[src/rtl/wbfml_bridge.sv]
// Wishbone single-access to 4x64-bit FML burst bridge with a one-line (32-byte) read buffer.
// Read hits ack after 1 cycle; misses and writes ack 4 cycles after fml_ack; one request outstanding.
module wbfml_bridge (
  input  logic        sys_clk,
  input  logic        sys_rst,
  input  logic [31:0] wb_adr_i,
  input  logic [31:0] wb_dat_i,
  output logic [31:0] wb_dat_o,
  input  logic [3:0]  wb_sel_i,
  input  logic        wb_cyc_i,
  input  logic        wb_stb_i,
  input  logic        wb_we_i,
  output logic        wb_ack_o,
  output logic [31:0] fml_adr,
  output logic        fml_stb,
  output logic        fml_we,
  input  logic        fml_ack,
  output logic [7:0]  fml_sel,
  output logic [63:0] fml_di,
  input  logic [63:0] fml_do
);

  typedef enum logic [2:0] {
    S_IDLE   = 3'd0,
    S_RREQ   = 3'd1,
    S_RBURST = 3'd2,
    S_WREQ   = 3'd3,
    S_WBURST = 3'd4,
    S_ACK    = 3'd5
  } state_t;

  state_t            state_q, state_d;
  logic [1:0]        cnt_q, cnt_d;
  logic              valid_q, valid_d;
  logic [26:0]       tag_q, tag_d;
  logic [3:0][63:0]  buf_q, buf_d;
  logic [31:2]       adr_q, adr_d;
  logic [31:0]       dat_q, dat_d;
  logic [3:0]        sel_q, sel_d;
  logic              we_q, we_d;
  logic              ack_q, ack_d;
  logic [31:0]       rdat_q, rdat_d;

  logic req;
  logic rd_hit;
  logic wr_hit;
  logic wr_phase;
  logic unused_adr;

  assign req        = wb_cyc_i & wb_stb_i;
  assign rd_hit     = valid_q & (tag_q == wb_adr_i[31:5]);
  assign wr_hit     = valid_q & (tag_q == adr_q[31:5]);
  assign wr_phase   = (state_q == S_WREQ) | (state_q == S_WBURST);
  assign unused_adr = ^wb_adr_i[1:0];

  // Big-endian word pick: word 0 of a beat lives in the upper half.
  function automatic logic [31:0] pick_word(input logic [3:0][63:0] b, input logic [2:0] a);
    logic [63:0] beat;
    beat = b[a[2:1]];
    return a[0] ? beat[31:0] : beat[63:32];
  endfunction

  always_ff @(posedge sys_clk or posedge sys_rst) begin
    if (sys_rst) begin
      state_q <= S_IDLE;
    end else begin
      state_q <= state_d;
    end
  end

  always_comb begin
    state_d = state_q;
    case (state_q)
      S_IDLE: begin
        if (req) begin
          if (wb_we_i)     state_d = S_WREQ;
          else if (rd_hit) state_d = S_ACK;
          else             state_d = S_RREQ;
        end
      end
      S_RREQ:   if (fml_ack) state_d = S_RBURST;
      S_RBURST: if (cnt_q == 2'd3) state_d = S_ACK;
      S_WREQ:   if (fml_ack) state_d = S_WBURST;
      S_WBURST: if (cnt_q == 2'd3) state_d = S_ACK;
      S_ACK:    state_d = S_IDLE;
      default:  state_d = S_IDLE;
    endcase
  end

  // FML request side is decoded straight from the state; write beat data follows the beat counter.
  always_comb begin
    fml_stb = (state_q == S_RREQ) | (state_q == S_WREQ);
    fml_we  = (state_q == S_WREQ);
    fml_adr = fml_stb ? {adr_q[31:5], 5'b0} : 32'h0;
    fml_di  = wr_phase ? {dat_q, dat_q} : 64'h0;
    fml_sel = 8'h00;
    if (wr_phase && (cnt_q == adr_q[4:3])) begin
      fml_sel = adr_q[2] ? {4'h0, sel_q} : {sel_q, 4'h0};
    end
  end

  always_comb begin
    cnt_d   = cnt_q;
    valid_d = valid_q;
    tag_d   = tag_q;
    buf_d   = buf_q;
    adr_d   = adr_q;
    dat_d   = dat_q;
    sel_d   = sel_q;
    we_d    = we_q;
    ack_d   = 1'b0;
    rdat_d  = 32'h0;
    case (state_q)
      S_IDLE: begin
        if (req) begin
          adr_d = wb_adr_i[31:2];
          dat_d = wb_dat_i;
          sel_d = wb_sel_i;
          we_d  = wb_we_i;
          if (!wb_we_i && rd_hit) begin
            ack_d  = 1'b1;
            rdat_d = pick_word(buf_q, wb_adr_i[4:2]);
          end
        end
      end
      S_RREQ: begin
        if (fml_ack) begin
          buf_d[0] = fml_do;
          cnt_d    = 2'd1;
          valid_d  = 1'b0;
        end
      end
      S_RBURST: begin
        buf_d[cnt_q] = fml_do;
        cnt_d        = cnt_q + 2'd1;
        if (cnt_q == 2'd3) begin
          valid_d = 1'b1;
          tag_d   = adr_q[31:5];
          ack_d   = wb_cyc_i;
          rdat_d  = wb_cyc_i ? pick_word(buf_d, adr_q[4:2]) : 32'h0;
        end
      end
      S_WREQ, S_WBURST: begin
        if ((state_q == S_WBURST) || fml_ack) begin
          cnt_d = cnt_q + 2'd1;
          // Keep the buffered line coherent with what goes out to SDRAM.
          if (wr_hit) begin
            for (int i = 0; i < 8; i++) begin
              if (fml_sel[i]) buf_d[cnt_q][i*8 +: 8] = fml_di[i*8 +: 8];
            end
          end
          if ((state_q == S_WBURST) && (cnt_q == 2'd3)) begin
            ack_d = wb_cyc_i;
          end
        end
      end
      default: ;
    endcase
  end

  always_ff @(posedge sys_clk or posedge sys_rst) begin
    if (sys_rst) begin
      cnt_q   <= 2'd0;
      valid_q <= 1'b0;
      tag_q   <= 27'h0;
      buf_q   <= '0;
      adr_q   <= 30'h0;
      dat_q   <= 32'h0;
      sel_q   <= 4'h0;
      we_q    <= 1'b0;
      ack_q   <= 1'b0;
      rdat_q  <= 32'h0;
    end else begin
      cnt_q   <= cnt_d;
      valid_q <= valid_d;
      tag_q   <= tag_d;
      buf_q   <= buf_d;
      adr_q   <= adr_d;
      dat_q   <= dat_d;
      sel_q   <= sel_d;
      we_q    <= we_d;
      ack_q   <= ack_d;
      rdat_q  <= rdat_d;
    end
  end

  assign wb_ack_o = ack_q;
  assign wb_dat_o = rdat_q;

endmodule

[config.mk]
export PLATFORM = sky130hd
export DESIGN_NAME = wbfml_bridge
export DESIGN_NICKNAME = d
export VERILOG_FILES = /design/src/rtl/wbfml_bridge.sv
export SDC_FILE = /design/constraint.sdc
export NUM_CORES = 1
export LEC_CHECK = 0
export BUFFER_PORTS_ARGS = -buffer_cell sky130_fd_sc_hd__buf_2
export CAP_MARGIN = 25
export CORE_MARGIN = 5
export CORE_UTILIZATION = 35
export DETAILED_ROUTE_END_ITERATION = 8
export PLACE_DENSITY = 0.55
export SYNTH_ARGS = -nofsm -noshare
export SYNTH_HDL_FRONTEND = slang
export SYNTH_SLANG_ARGS = --single-unit
[constraint.sdc]
create_clock -name sys_clk -period 12.2 [get_ports sys_clk]
set_input_delay 1.22 -clock sys_clk [delete_from_list [all_inputs] [get_ports sys_clk]]
set_output_delay 1.22 -clock sys_clk [all_outputs]
set_load 0.1 [all_outputs]
==> results of run 1 <==
power by group through the flow:
stage | sequential (W) | combinational (W) | clock (W)
detailed placement | 0.00248 | 0.00486 | 0
CTS | 0.00246 | 0.00487 | 0.00160
floorplan | 0.00222 | 0.00388 | 0
global placement | 0.00244 | 0.00475 | 0
finish | 0.00247 | 0.00490 | 0.00157
global route | 0.00255 | 0.00519 | 0.00165
area by class of cell:
cell class                      count  area (um2)
Clock inverter                     10       157.7
Tap cell                          940        1176
Fill cell                        6783       41430
Timing Repair Buffer              315        1794
Antenna cell                       10       25.02
Sequential cell                   388        9716
Multi-Input combinational cell   1551       14110
Clock buffer                       83        1589
Inverter                           39       153.9
state kept, by name, summed over array words and instances, names as in the netlist:
signal and flops:
cnt_q 2, tag_q 27, buf_q 256, sel_q 4
state_q 3, wb_ack_o 1, adr_q 30, valid_q 1
dat_q 32, wb_dat_o 32
placed cells by master (no fill, tap or decap), types with 36 or more instances in the layout:
master	instances
a21oi_1	120
a22o_1	93
a22oi_1	56
and2_1	52
buf_2	268
buf_4	41
clkbuf_16	53
dfrtp_1	385
mux2_2	222
mux2i_1	248
mux4_2	128
nand2_1	125
nand3_1	44
nor2b_1	42
o21ai_0	107
xnor2_1	36
worst reg2reg max path: stages, from the launching register on:
cell and delay [ps]:
dfrtp_1 660, nor3b_1 780, a21o_4 570, buf_4 670, nand3_1 640, inv_1 230
buf_4 280, a21oi_1 260, buf_4 290, a22o_1 240
logic make-up after synthesis:
| logic type | Yosys count | synth area share (%) |
|---|---|---|
| flops | 388 | 39.10 |
| mux | 598 | 31.67 |
| compound gates | 555 | 15.62 |
| simple gates | 332 | 6.766 |
| fa+ha+maj | 4 | 0.2015 |
| buf+inv | 244 | 4.625 |
| other cells | 1 | 0.01510 |
| xor+xnor | 57 | 2.010 |
worst max path at each step:
stage / start / endpoint / slack [ps] / cells past startpoint
after floorplan: sys_rst / adr_q[10] / 200 / 1
after global placement: state_q[2] / fml_sel[5] / 6800 / 7
after detailed placement: state_q[2] / fml_sel[5] / 6730 / 7
after CTS: state_q[2] / fml_sel[5] / 6080 / 7
after global routing: state_q[2] / fml_sel[5] / 5840 / 7
final: state_q[2] / fml_sel[5] / 6080 / 7
stage by stage:
stage / setup WS (ps) / utilization [%] / area (um2)
2_1_floorplan: 195.8 / - / 24850
3_3_place_gp: 6799 / 38.21 / 26800
3_5_place_dp: 6729 / 38.29 / 26860
4_1_cts: 6078 / 40.78 / 28610
5_1_grt: 5840 / 40.92 / 28710
6_report: 6082 / 40.94 / 28720
layer usage:
| layer | wire length, um | global-route usage [%] | part of all wire, % | vias up |
|---|---|---|---|---|
| li1 | - | - | - | 8665 |
| met3 | 8372 | 5.804 | 9.1 | 266 |
| met1 | 37650 | 30.98 | 41 | 10404 |
| met2 | 41910 | 36.01 | 46 | 1056 |
| met5 | 149 | 0 | 0.16 | - |
| met4 | 3496 | 8.772 | 3.8 | 22 |
==> results.ini, run 1 <==
[sta]
skew_ps = 18.43
fin_crit_ps = 6118
whs_ps = 510.6
max_slew_margin_pct = 24.29
hold_viol = 0
fin_crit_sh_pct = 50.14
tightest_slew_ps = 1124
rsz0062_at_grt = false
finalMaxSlewViolations = 0
fmaxAchievable_ghz = 0.1635
setup_tns_ps = 0
finalSetupViolCount = 0

[critical_path]
startpoint_type = flip-flop
required_ps = 10980
rr_worst_depth = 9
worst-path-buf-inv = 4
cpMaxStageDelayCell = nor3b_1
critPathTopFamily = buffers and inverters
crit_path_cell_trace = nor3b_1 -> a21o_4 -> buf_4 -> nand3_1 -> inv_1 -> buf_4 -> buf_2
r2r_slack_ps = 7470
cpPeakStageDelay_ps = 780
rr_endpoint = buf_q[44]
worst_path_most_repeated_cell = buf_4
crit_arrival_ps = 4900
crit_fanout = 48
worstSetupPathType = flip-flop to primary output
crit_path_end_kind = primary output
r2r_start = state_q[2]

[placement]
detailedPlacementHpwl_um = 56530
dpl.cell_count = 3229
place_congestion = 0.8575
io_buffers = 269

[power]
swShare_pct = 47.28
p_seq_share_pct = 27.6
power.share.clock_pct = 17.6
p_leak_nw = 12.09
power_density_nw_per_um2 = 311.5
comb_power_share_pct = 54.8
irDropWorstVdd_v = 0.0002206
finalPower_w = 0.008946
switchingPower_w = 0.004229
internal_power_w = 0.004717

[run_status]
run_status = complete, no violations

[clocking]
cts_root_buf = clkbuf_16
clkTransAtPathRegs_ps = 60
cts_hold_buf = 0
insertion_delay_ps = 600
cts_tree = built
cts_buffers = 50
cts_sinks = 388
ctsResizeCount = 0
clockBufferDepth = 3
post_cts_buffers = 0
htreeDepth = 2

[synthesis]
synth.area.top_cells = dfrtp_1 (39%), mux4_2 (12%), mux2_2 (10%)
synth_top_area_cell = dfrtp_1
ys_ff_latch = 388
synth_most_common_cell = dfrtp_1
synth.top_cells.by_count = dfrtp_1 (388), mux2i_1 (248), mux2_2 (222)
synthDominantCellAreaShare_pct = 39.10
ys_seq_area_share_pct = 39.10
synth_warnings = 0
syn_area_per_cell_um2 = 11.40
syn_inst = 2179
synth_edf_count = 0
async_flop_share_pct = 100.0
synth_cell_types = 60
synthesis.area_um2 = 24840
synth_ff_type = dfrtp_1

[drt]
antenna_left = 0
dr.pass1.iters = 7
vias = 20413
wl_per_cell_um = 27.45
drtIter0Drc = 1784
drc = 0
finalWirelength_um = 91580
viasPerCell = 6.119

[die]
core_um2 = 70150
num_rows = 97
initial_core_util_pct = 35.40
die_area_um2 = 76390
die_w_um = 276.4
die_height_um = 276.4
io_pins = 277

[grt]
grt_pass1_vias = 21063
grt_pass1_wl_um = 137100
globalRoute.totalOverflow = 0
grt_max_degree = 142
antenna_found_initial = 21
track_usage_pct = 23.02

[layout]
fin_nets = 2487
drive_above_1_share_pct = 33.03
area_growth_pct = 15.65
final_cells = 3336

[min_path]
hold_end = buf_q[223]
hold_depth = 1
min_path_type = flip-flop to flip-flop
hold_path_startpoint = buf_q[223]

[flow_run]
maxCapViolCount = 0

(Power assumes the default switching activity.)
==> inputs of run 2 (changes only) <==
--- a/config.mk
+++ b/config.mk
@@ -10,7 +10,7 @@
 export CORE_MARGIN = 5
 export CORE_UTILIZATION = 35
 export DETAILED_ROUTE_END_ITERATION = 8
-export PLACE_DENSITY = 0.55
+export PLACE_DENSITY = 0.53
 export SYNTH_ARGS = -nofsm -noshare
 export SYNTH_HDL_FRONTEND = slang
 export SYNTH_SLANG_ARGS = --single-unit
==> constraint.sdc (replaced) <==
create_clock -name sys_clk -period 6.3 [get_ports sys_clk]
set_input_delay 0.63 -clock sys_clk [delete_from_list [all_inputs] [get_ports sys_clk]]
set_output_delay 0.63 -clock sys_clk [all_outputs]
set_load 0.1 [all_outputs]
==> run 2 against run 1 <==
- setup slack worse by 4700 ps
- design area fell by 0.80%
- clock-buffer cell count down 13
- non-clock buffer count up 2
- final cell count decreased by 0.30%
- first-iteration DRC count is 0.67% lower
- utilization fell by 0.33 points
- critical path depth down 1
- power grew 91%
- routed wire length up 1.3%
- largest cell class unchanged
- highest routed layer unchanged
==> results.ini, run 2 (synthesis results as in run 1) <==
[run_status]
run_status = complete, no violations

[critical_path]
crit_path_end_kind = primary output
startpoint_type = flip-flop
worstSetupPathType = flip-flop to primary output
crit_arrival_ps = 4320  ; -580 ps
required_ps = 5670  ; -5310 ps
rr_worst_depth = 7  ; -2
crit_fanout = 36  ; -25%

[placement]
dp_slack_ps = 1940  ; -4789 ps
detailedPlacementHpwl_um = 57760  ; +2.2%
place_congestion = 0.8264  ; -3.6%
io_buffers = 269  ; unchanged

[die]
die_area_um2 = 76390  ; unchanged
die_height_um = 276.4  ; unchanged
die_w_um = 276.4  ; unchanged
num_rows = 97  ; unchanged
initial_core_util_pct = 35.40  ; unchanged
core_um2 = 70150  ; unchanged
io_pins = 277  ; unchanged

[drt]
finalWirelength_um = 92790  ; +1.3%
drc = 0  ; unchanged
vias = 20162  ; -1.2%
viasPerCell = 6.062  ; -0.93%
antenna_left = 0  ; unchanged
dr.pass1.iters = 7  ; unchanged
wl_per_cell_um = 27.90  ; +1.6%
drtIter0Drc = 1772  ; -0.67%

[sta]
hold_viol = 0  ; unchanged
skew_ps = 25.05  ; +6.618 ps
finalMaxSlewViolations = 0  ; unchanged
rsz0062_at_grt = false
fin_crit_sh_pct = 78.58
setup_tns_ps = 0  ; unchanged
fin_crit_ps = 4950
max_slew_margin_pct = 20.33  ; -4.0 points
tightest_slew_ps = 1183  ; +58.87 ps
fmaxAchievable_ghz = 0.2020
finalSetupViolCount = 0  ; unchanged
setup_slack_ps = 1350  ; -4733 ps

[clocking]
cts_root_buf = clkbuf_16
clkTransAtPathRegs_ps = 60  ; about the same
clockBufferDepth = 3  ; unchanged
cts_buffers = 49  ; -2.0%
cts_tree = built
cts_hold_buf = 0  ; unchanged
insertion_delay_ps = 590  ; about the same
cts_sinks = 388  ; unchanged
htreeDepth = 2  ; unchanged
ctsResizeCount = 0  ; unchanged
post_cts_buffers = 0  ; unchanged

[power]
p_leak_nw = 11.98  ; -0.87%
irDropWorstVdd_v = 0.0004434  ; +100%
power_density_nw_per_um2 = 600.3  ; +93%

[grt]
globalRoute.totalOverflow = 0  ; unchanged
grt_pass1_wl_um = 137600  ; +0.37%
antenna_found_initial = 16  ; -24%
grt_max_degree = 148  ; +4.2%
track_usage_pct = 23.24  ; +0.21 points
grt_pass1_vias = 20996  ; -0.32%

[layout]
largest_reg_flops = 256  ; unchanged
area_growth_pct = 14.73
fin_nets = 2488  ; +0.040%
drive_above_1_share_pct = 33.08  ; +0.055 points
final_cell_mix = dfrtp_1 (385), buf_2 (268), mux2i_1 (248)
final_common_cell = dfrtp_1
regMostFlops = buf_q

[min_path]
min_path_type = input port to async pin

[flow_run]
maxCapViolCount = 0  ; unchanged

[run 2: cell types whose count changed in the layout (fill, tap and decap cells not counted), moves of 2 or more]
cell and change:
o21ai_2 +2, buf_4 +5, clkinvlp_4 +2, buf_12 +2, clkbuf_1 -6, clkbuf_16 -4
clkbuf_8 -3, clkinv_2 +2, buf_16 -4
[run 2: path summary, 6_finish.rpt]
path	slack, ps	to	from
max	1350	fml_sel[2]	state_q[2]
max reg2reg	2130	buf_q[46]	adr_q[3]
min in group sys_clk	260	dat_q[17]	wb_dat_i[17]
min reg2reg	520	buf_q[29]	buf_q[29]
max in group asynchronous	4730	adr_q[3]	sys_rst
min	170	dat_q[22]	sys_rst
[run 2: layer usage]
metal | vias up | wire length, um | GRT usage, %
met2 | 970 | 43010 | 37.52
met1 | 10295 | 38650 | 30.64
met4 | 14 | 3439 | 8.567
li1 | 8625 | - | -
met5 | - | 88 | 0
met3 | 258 | 7600 | 5.442
[run 2: stage by stage]
stage	area [um2]	utilization, %	power [W]	instances	hold slack [ps]
2_1_floorplan	24850	-	0.01180	2183	471.6
3_3_place_gp	26900	38.34	0.01398	3234	490.7
3_5_place_dp	26900	38.34	0.01422	3234	496.5
4_1_cts	28460	40.57	0.01712	3315	166.8
5_1_grt	28470	40.59	0.01795	3319	217.4
6_report	28490	40.62	0.01710	3326	174.2
[run 2: report_power, final]
group          total, W  leakage, nW  internal, W  switching, W
sequential      0.00473         4.85      0.00355       0.00118
clock           0.00283        0.771      0.00168       0.00115
combinational   0.00955         6.36      0.00368       0.00587
total            0.0171         12.0      0.00891       0.00820
[run 2: worst max-delay path, cell delays in order (launching register included)]
cell and delay [ps]:
dfrtp_1 670, nor3b_1 830, a21o_4 530, buf_4 420, nand2_1 400, inv_1 370, buf_2 490
[run 2: cell type report]
cell class / count / area, um2
multi-input cells: 1551 / 14120
clock buffers: 70 / 1425
diodes: 10 / 25.02
well taps: 940 / 1176
inverters: 39 / 150.1
repair buffers: 317 / 1747
flip-flops and latches: 388 / 9716
clock inverters: 11 / 136.4
fillers: 6797 / 41660
